## src/rtl/shiftrows_pipe_if.sv

```systemverilog
// rtl/shiftrows_pipe_if.sv - stream bundle for shiftrows_pipe; out_par present only with SHIFTROWS_PARITY_EN
interface shiftrows_pipe_if #(
   parameter int SHARES = 5,
   parameter int CELL_W = 4
);
   localparam int DW = SHARES * 16 * CELL_W;

   logic          in_valid;
   logic          in_ready;
   logic          in_dir;
   logic [DW-1:0] in_data;
   logic          out_valid;
   logic          out_ready;
   logic          out_dir;
   logic [DW-1:0] out_data;
`ifdef SHIFTROWS_PARITY_EN
   logic [SHARES-1:0] out_par;
`endif

   modport slave (
      input  in_valid, in_dir, in_data, out_ready,
`ifdef SHIFTROWS_PARITY_EN
      output out_par,
`endif
      output in_ready, out_valid, out_dir, out_data
   );

   modport master (
      output in_valid, in_dir, in_data, out_ready,
`ifdef SHIFTROWS_PARITY_EN
      input  out_par,
`endif
      input  in_ready, out_valid, out_dir, out_data
   );
endinterface

```

## src/rtl/shiftrows_pipe.sv

```systemverilog
// rtl/shiftrows_pipe.sv - registered share-parallel (inverse) ShiftRows with 2-entry skid buffer; SHIFTROWS_PARITY_EN adds out_par
module shiftrows_pipe #(
   parameter int SHARES = 5,
   parameter int CELL_W = 4
) (
   input  logic              clk,
   input  logic              rst,
   shiftrows_pipe_if.slave   bus
);
   localparam int SW = 16 * CELL_W;
   localparam int DW = SHARES * SW;
`ifdef SHIFTROWS_PARITY_EN
   localparam int EW = DW + 1 + SHARES;
`else
   localparam int EW = DW + 1;
`endif

   typedef enum logic [1:0] {S_EMPTY, S_ONE, S_FULL} occ_t;

   occ_t          occ_q, occ_d;
   logic [EW-1:0] head_q, head_d;
   logic [EW-1:0] skid_q, skid_d;
   logic [EW-1:0] new_entry;
   logic [DW-1:0] perm_data;
   logic          in_ready_q;
   logic          push, pop;
`ifdef SHIFTROWS_PARITY_EN
   logic [SHARES-1:0] perm_par;
`endif

   // Cell i takes cell i +/- 4*(column+1); rows rotate by a column-dependent amount.
   function automatic logic [SW-1:0] shift_rows(input logic [SW-1:0] st, input logic inv);
      logic [SW-1:0] r;
      int            rot;
      int            src;
      r = '0;
      for (int i = 0; i < 16; i++) begin
         rot = 4 * ((i % 4) + 1);
         src = inv ? (i + 16 - rot) % 16 : (i + rot) % 16;
         r[i*CELL_W +: CELL_W] = st[src*CELL_W +: CELL_W];
      end
      return r;
   endfunction

   // Permute every share independently before it enters the buffer.
   always_comb begin
      perm_data = '0;
`ifdef SHIFTROWS_PARITY_EN
      perm_par  = '0;
`endif
      for (int s = 0; s < SHARES; s++) begin
         perm_data[s*SW +: SW] = shift_rows(bus.in_data[s*SW +: SW], bus.in_dir);
`ifdef SHIFTROWS_PARITY_EN
         perm_par[s] = ^bus.in_data[s*SW +: SW];
`endif
      end
   end

`ifdef SHIFTROWS_PARITY_EN
   assign new_entry = {perm_par, bus.in_dir, perm_data};
   assign bus.out_par = head_q[DW+1 +: SHARES];
`else
   assign new_entry = {bus.in_dir, perm_data};
`endif

   // in_ready is a flop; rst only forces it low during the reset cycle itself.
   assign bus.in_ready  = in_ready_q & ~rst;
   assign bus.out_valid = (occ_q != S_EMPTY);
   assign bus.out_data  = head_q[DW-1:0];
   assign bus.out_dir   = head_q[DW];

   assign push = bus.in_valid & bus.in_ready;
   assign pop  = bus.out_valid & bus.out_ready;

   // Occupancy next-state and head/skid updates; a push while full cannot happen.
   always_comb begin
      occ_d  = occ_q;
      head_d = head_q;
      skid_d = skid_q;
      case (occ_q)
         S_EMPTY: begin
            if (push) begin
               head_d = new_entry;
               occ_d  = S_ONE;
            end
         end
         S_ONE: begin
            if (push && pop) begin
               head_d = new_entry;
            end else if (push) begin
               skid_d = new_entry;
               occ_d  = S_FULL;
            end else if (pop) begin
               occ_d  = S_EMPTY;
            end
         end
         S_FULL: begin
            if (pop) begin
               head_d = skid_q;
               occ_d  = S_ONE;
            end
         end
         default: occ_d = S_EMPTY;
      endcase
   end

   // State and storage registers; reset drops both entries.
   always_ff @(posedge clk) begin
      if (rst) begin
         occ_q      <= S_EMPTY;
         head_q     <= '0;
         skid_q     <= '0;
         in_ready_q <= 1'b1;
      end else begin
         occ_q      <= occ_d;
         head_q     <= head_d;
         skid_q     <= skid_d;
         in_ready_q <= (occ_d != S_FULL);
      end
   end
endmodule

```

## src/flat_wrapper.sv

```systemverilog
// flat-port wrapper written by rule: the top's interface ports become plain ports
module shiftrows_pipe_flat 
#(
   parameter int SHARES = 5,
   parameter int CELL_W = 4
)
  (clk, rst, bus_in_valid, bus_in_dir, bus_in_data, bus_out_ready, bus_in_ready, bus_out_valid, bus_out_dir, bus_out_data);
  shiftrows_pipe_if #(.SHARES(SHARES), .CELL_W(CELL_W)) bus_i ();
  input  logic clk;
  input  logic rst;
  input wire logic [$bits(bus_i.in_valid)-1:0] bus_in_valid;
  input wire logic [$bits(bus_i.in_dir)-1:0] bus_in_dir;
  input wire logic [$bits(bus_i.in_data)-1:0] bus_in_data;
  input wire logic [$bits(bus_i.out_ready)-1:0] bus_out_ready;
  output wire logic [$bits(bus_i.in_ready)-1:0] bus_in_ready;
  output wire logic [$bits(bus_i.out_valid)-1:0] bus_out_valid;
  output wire logic [$bits(bus_i.out_dir)-1:0] bus_out_dir;
  output wire logic [$bits(bus_i.out_data)-1:0] bus_out_data;
  assign bus_i.in_valid = bus_in_valid;
  assign bus_i.in_dir = bus_in_dir;
  assign bus_i.in_data = bus_in_data;
  assign bus_i.out_ready = bus_out_ready;
  assign bus_in_ready = bus_i.in_ready;
  assign bus_out_valid = bus_i.out_valid;
  assign bus_out_dir = bus_i.out_dir;
  assign bus_out_data = bus_i.out_data;
  shiftrows_pipe #(.SHARES(SHARES), .CELL_W(CELL_W)) u_core (.clk(clk), .rst(rst), .bus(bus_i));
endmodule
```

## config.mk

```make
export PLATFORM = sky130hd
export DESIGN_NAME = shiftrows_pipe_flat
export DESIGN_NICKNAME = d
export VERILOG_FILES = /design/src/rtl/shiftrows_pipe_if.sv /design/src/rtl/shiftrows_pipe.sv /design/src/flat_wrapper.sv
export SDC_FILE = /design/constraint.sdc
export NUM_CORES = 1
export LEC_CHECK = 0
export BUFFER_PORTS_ARGS = -buffer_cell sky130_fd_sc_hd__buf_2
export CORE_AREA = 2 2 252 254
export CTS_CLUSTER_DIAMETER = 50
export DETAILED_ROUTE_END_ITERATION = 8
export DIE_AREA = 0 0 254 256
export GPL_TIMING_DRIVEN = 0
export HOLD_SLACK_MARGIN = 0.12
export PLACE_DENSITY = 0.68
export SLEW_MARGIN = 10
export SYNTH_ARGS = -nofsm -noshare
export SYNTH_HDL_FRONTEND = slang
export SYNTH_SLANG_ARGS = --single-unit
```

## constraint.sdc

```tcl
create_clock -name clk -period 1.9 [get_ports clk]
set_input_delay 0.38 -clock clk [delete_from_list [all_inputs] [get_ports clk]]
set_output_delay 0.38 -clock clk [all_outputs]
set_load 0.1 [all_outputs]
```

==> results of run 1 <==
==> final cells by class <==
| class | instances | area (um^2) | share of cell area |
|---|---|---|---|
| tap | 846 | 1060 | 0.0293 |
| timing repair buffer | 821 | 5060 | 0.140 |
| clock buffer | 103 | 2200 | 0.0608 |
| multi-input combinational | 2266 | 12100 | 0.335 |
| buffer | 304 | 2150 | 0.0595 |
| sequential | 645 | 12900 | 0.358 |
| inverter | 1 | 3.75 | 0.000104 |
| clock inverter | 40 | 584 | 0.0162 |
| antenna | 17 | 42.5 | 0.00118 |
==> Yosys cell counts <==
library cell	count
o41ai_4	1
buf_2	143
nor2_1	322
o22a_1	1
a21oi_1	322
o211ai_1	160
inv_1	1
o21a_1	2
dfxtp_1	645
nand3b_1	1
or4b_1	1
a311oi_1	161
and2b_1	1
o41a_1	1
or2_2	1
buf_1	12
nor4b_4	1
mux2i_1	161
clkbuf_1	150
nand2_1	966
nor2b_1	3
nand2b_1	1
a211oi_1	160
==> flip-flops by register name, indices dropped and copies added, names as in the netlist <==
register and flops:
u_core.in_ready_q 1, u_core.head_q 321, u_core.skid_q 321, u_core.occ_q 2
==> per-layer routing <==
layer	vias up	global-route usage	wire (um)
met2	1162	0.481	47600
met3	281	0.0763	8460
met4	32	0.142	4860
met1	12600	0.361	40500
met5	-	0	208
li1	13000	-	-
==> kinds of logic (layout without fill, tap and decap cells) <==
group	Yosys count	in the layout	share of synthesized area
flops	645	645	0.492
other cells	0	17	0
simple gates	1297	1297	0.187
compound gates	808	808	0.209
buf+inv	306	1269	0.0506
mux	161	161	0.0614
==> worst max-delay path: stages, from the launching register on <==
cell	delay, ps
dfxtp_4	360
and2b_2	220
o41ai_4	320
buf_6	200
buf_12	170
buf_6	160
nor2_1	60
a311oi_1	290
==> final timing paths <==
path,cells past startpoint,end,start
worst max-delay path,7,u_core.head_q[191]$_SDFFE_PP0P_,u_core.occ_q[0]$_SDFF_PP0_
worst min-delay path,3,u_core.skid_q[154]$_SDFFE_PP0P_,bus_in_data[138]
worst max register to register,7,u_core.head_q[191]$_SDFFE_PP0P_,u_core.occ_q[0]$_SDFF_PP0_
worst min register to register,2,u_core.head_q[259]$_SDFFE_PP0P_,u_core.head_q[259]$_SDFFE_PP0P_
==> metrics by stage <==
stage | hold slack, ps | util | std cells | power (mW) | TNS (ps)
after CTS | 129 | 0.568 | 5017 | 38.0 | -173
after detailed placement | 441 | 0.490 | 4708 | 21.7 | -409600
after global routing | 159 | 0.579 | 5034 | 39.2 | -2520
after floorplan | 437 | - | 3217 | 20.0 | 0
after global placement | 434 | 0.490 | 4708 | 21.7 | -394490
final | 152 | 0.579 | 5043 | 38.1 | 0
==> report_power, final <==
part           switching, mW  internal (mW)  leakage, nW  total (mW)
sequential             0.332           14.1         5.25        14.5
clock                   6.27           9.76         1.36        16.0
combinational           5.75           1.84         8.65        7.60
==> timing repair <==
item,4_1_cts,5_1_grt
gates cloned,2,6
endpoints found under the hold margin,320,0
hold buffers,160,0
setup endpoints to repair,646,627
pin swaps,2,24
gates resized for setup,186,200
setup buffers,5,4
==> flow_summary.ini, run 1 <==
[outcome]
status = finished, final reports clean

[route]
wl_per_cell_um = 20.1
drtIter0Drc = 1899
wl_um = 102000
post-route-drc-count = 0
avgViaCountPerCell = 5.37
drt_first_pass_iters = 6
via_count = 27100
ant_nets = 0

[power]
p_leak_nw = 15.3
ir_drop_uv = 724
p_per_area_nw_per_um2 = 1050

[die]
ios = 648
core-area_um2 = 62400
die_area_um2 = 65000
initial_core_util = 0.421
fp.dieH_um = 256
rows = 92
die_width_um = 254

[cells_and_area]
finish.instance_area_um2 = 36100
final_common_cell = nand2_1
fillCellCount = 5660
drive_gt1_frac = 0.248
area_delta_synth_final_pct = 37.6
layout_common_cells = nand2_1, buf_2, dfxtp_1
fin_nets = 4442

[cts]
cts_max_path_buffers = 3
cts_root_buf = clkbuf_16
clock_latency_ps = 620
clkSinkCount = 645
cts-buffers-inserted = 78
tritoncts = yes
clk_pin_slew_ps = 60
htreeDepth = 3

[place]
pre_cts_ws_ps = -972
dp_hpwl_um = 72600
dpl_cell_area_um2 = 30500
gp_congestion = 0.934
port_buffers = 645

[timing]
layout_min_cycle_time_ps = 1890
timing.slew.headroom = 0.339
rsz0062_at_grt = yes
slew_violations = 0
period_share = 0.995
hold_violations = 0
fin_skew_ps = 18.1
report.final.setup_viol = 0
max_freq_mhz = 529
fin_ws_ps = 9.87
worst_pin_slew_ps = 992

[critical_path]
arrival_ps = 2400
cp.required_ps = 2410
cp_max_fo = 10
worst_setup_path_start_kind = register
worstSetupEndpointType = register
r2r_slack_ps = 10
path_class = register to register

[synthesis]
synth_area_leaders = dfxtp_1, nand2_1, a21oi_1
syn_nets = 3542
synth_seq_cells = 645
ys_types = 23
yosysTopAreaCell = dfxtp_1
synth.avg_cell_area_um2 = 8.16
synth_top_area_frac = 0.492
synth_area_um2 = 26300
synth-seq-area-share = 0.492
ys_warn_count = 0
netlist_instances = 3217

[global_route]
antenna_found_initial = 28
grt_max_degree = 14
grt.overflow.total = 0
grt_pass1_vias = 25100
grt_pass1_wl_um = 149000
gr-usage-all-layers = 0.295

[min_path]
min_path_type = input port to register

[flow_run]
drv_cap = 0
No activity file was read; power rests on OpenSTA's default activity.
==> run 2, diff against run 1 <==
Settings changed: CORE_AREA 2 2 252 254 to 2 2 249 251, DIE_AREA 0 0 254 256 to 0 0 251 253, PLACE_DENSITY 0.68 to 0.67.
Clock period 1.9 ns to 2.2 ns, I/O delays scaled along.
==> flow_summary.ini, run 2 (synthesized netlist as in run 1, its figures left out) <==
[outcome]
status = finished, final reports clean

[cells_and_area]
layout_common_cells = nand2_1, buf_2, dfxtp_1
top_regs = u_core.head_q x321, u_core.skid_q x321, u_core.occ_q x2
area_delta_synth_final_pct = 32.6
fillCellCount = 5632
finish.instance_area_um2 = 34800
fin_nets = 4426
drive_gt1_frac = 0.230
final_common_cell = nand2_1

[cts]
clock_latency_ps = 620
cts_root_buf = clkbuf_16
cts-buffers-inserted = 78
tritoncts = yes
clk_pin_slew_ps = 50
htreeDepth = 3
cts_max_path_buffers = 3
clkSinkCount = 645

[route]
drt_first_pass_iters = 5
via_count = 26800
post-route-drc-count = 0
drtIter0Drc = 1834
wl_per_cell_um = 20.2
wl_um = 100000
ant_nets = 0
avgViaCountPerCell = 5.41

[die]
die_area_um2 = 63500
initial_core_util = 0.430
die_width_um = 251
fp.dieH_um = 253
core-area_um2 = 61000
rows = 91
ios = 648

[power]
switching_share = 0.328
power.internal_mw = 21.4
power.share.sequential = 0.392
clkPwrFrac = 0.409
p_switching_mw = 10.5
p_per_area_nw_per_um2 = 917
ir_drop_uv = 595
combPwrFrac = 0.199
total_power_mw = 31.9
p_leak_nw = 14.7

[place]
port_buffers = 645
dpl_cell_area_um2 = 30500
gp_congestion = 0.931
dp_hpwl_um = 73000

[global_route]
grt_pass1_wl_um = 149000
grt_max_degree = 20
grt.overflow.total = 0
grt_pass1_vias = 25200
antenna_found_initial = 20
gr-usage-all-layers = 0.302

[timing]
max_freq_mhz = 474
report.final.setup_viol = 0
rsz0062_at_grt = no
worst_pin_slew_ps = 1080
period_share = 0.959
layout_min_cycle_time_ps = 2110
hold_violations = 0
timing.slew.headroom = 0.278
slew_violations = 0
fin_skew_ps = 23.0

[critical_path]
path_class = register to primary output
cp.required_ps = 1760
worst_setup_path_start_kind = register
arrival_ps = 1670
worstSetupEndpointType = primary output
cp_max_fo = 10

[flow_run]
drv_cap = 0

[min_path]
min_path_type = input port to register
==> run 2: critical path, cell delays in order (launching register included) <==
cell and delay [ps]:
dfxtp_1 360, buf_2 200, or2_2 310, buf_6 190
==> run 2: through the flow <==
stage           util  instances  setup slack [ps]  TNS, ps  hold WS, ps
2_1_floorplan      -       3217               128        0          437
3_3_place_gp   0.499       4652              -654  -261910          436
3_5_place_dp   0.499       4652              -714  -271800          440
4_1_cts        0.569       4952              2.39        0          129
5_1_grt        0.570       4961              4.02        0          160
6_report       0.570       4964              89.5        0          164
==> run 2: power groups by stage <==
| stage | logic (mW) | registers (mW) | clock network, mW |
|---|---|---|---|
| final | 6.34 | 12.5 | 13.1 |
| after detailed placement | 6.05 | 12.7 | 0 |
| after CTS | 6.30 | 12.5 | 13.2 |
| after global placement | 6.03 | 12.7 | 0 |
| after floorplan | 1.65 | 15.6 | 0 |
| after global routing | 6.64 | 12.6 | 13.7 |
==> run 2: repair_timing <==
| action | 4_1_cts | 5_1_grt |
|---|---|---|
| resized for setup | 32 | 52 |
| hold endpoints to repair | 318 | 0 |
| cloned | 0 | 0 |
| hold buffers | 159 | 0 |
| buffers inserted | 0 | 1 |
| endpoints found under the setup margin | 551 | 570 |
==> run 2: final timing paths <==
kind	cells past startpoint	slack [ps]	start	end
worst max-delay path	3	90	u_core.occ_q[1]$_SDFF_PP0_	bus_out_valid
worst min-delay path	3	160	bus_in_data[214]	u_core.skid_q[246]$_SDFFE_PP0P_
worst max register to register	6	120	u_core.in_ready_q$_SDFF_PP1_	u_core.head_q[201]$_SDFFE_PP0P_
worst min register to register	2	450	u_core.head_q[73]$_SDFFE_PP0P_	u_core.head_q[73]$_SDFFE_PP0P_
==> run 2: metal layers <==
layer  GRT usage  vias up  routed length, um
met5           0        -                107
met4       0.135       20               4160
met3      0.0723      244               7860
met2       0.494     1113              46700
met1       0.379    12500              41300
li1            -    12900                  -
==> run 2: area by class of cell <==
| type | instances | area [um^2] | area share |
|---|---|---|---|
| Timing Repair Buffer | 805 | 4840 | 0.139 |
| Clock inverter | 34 | 394 | 0.0113 |
| Tap cell | 790 | 988 | 0.0284 |
| Clock buffer | 108 | 2210 | 0.0634 |
| Multi-Input combinational cell | 2266 | 12000 | 0.345 |
| Buffer | 304 | 1410 | 0.0406 |
| Antenna cell | 11 | 27.5 | 0.000791 |
| Inverter | 1 | 3.75 | 0.000108 |
| Sequential cell | 645 | 12900 | 0.371 |
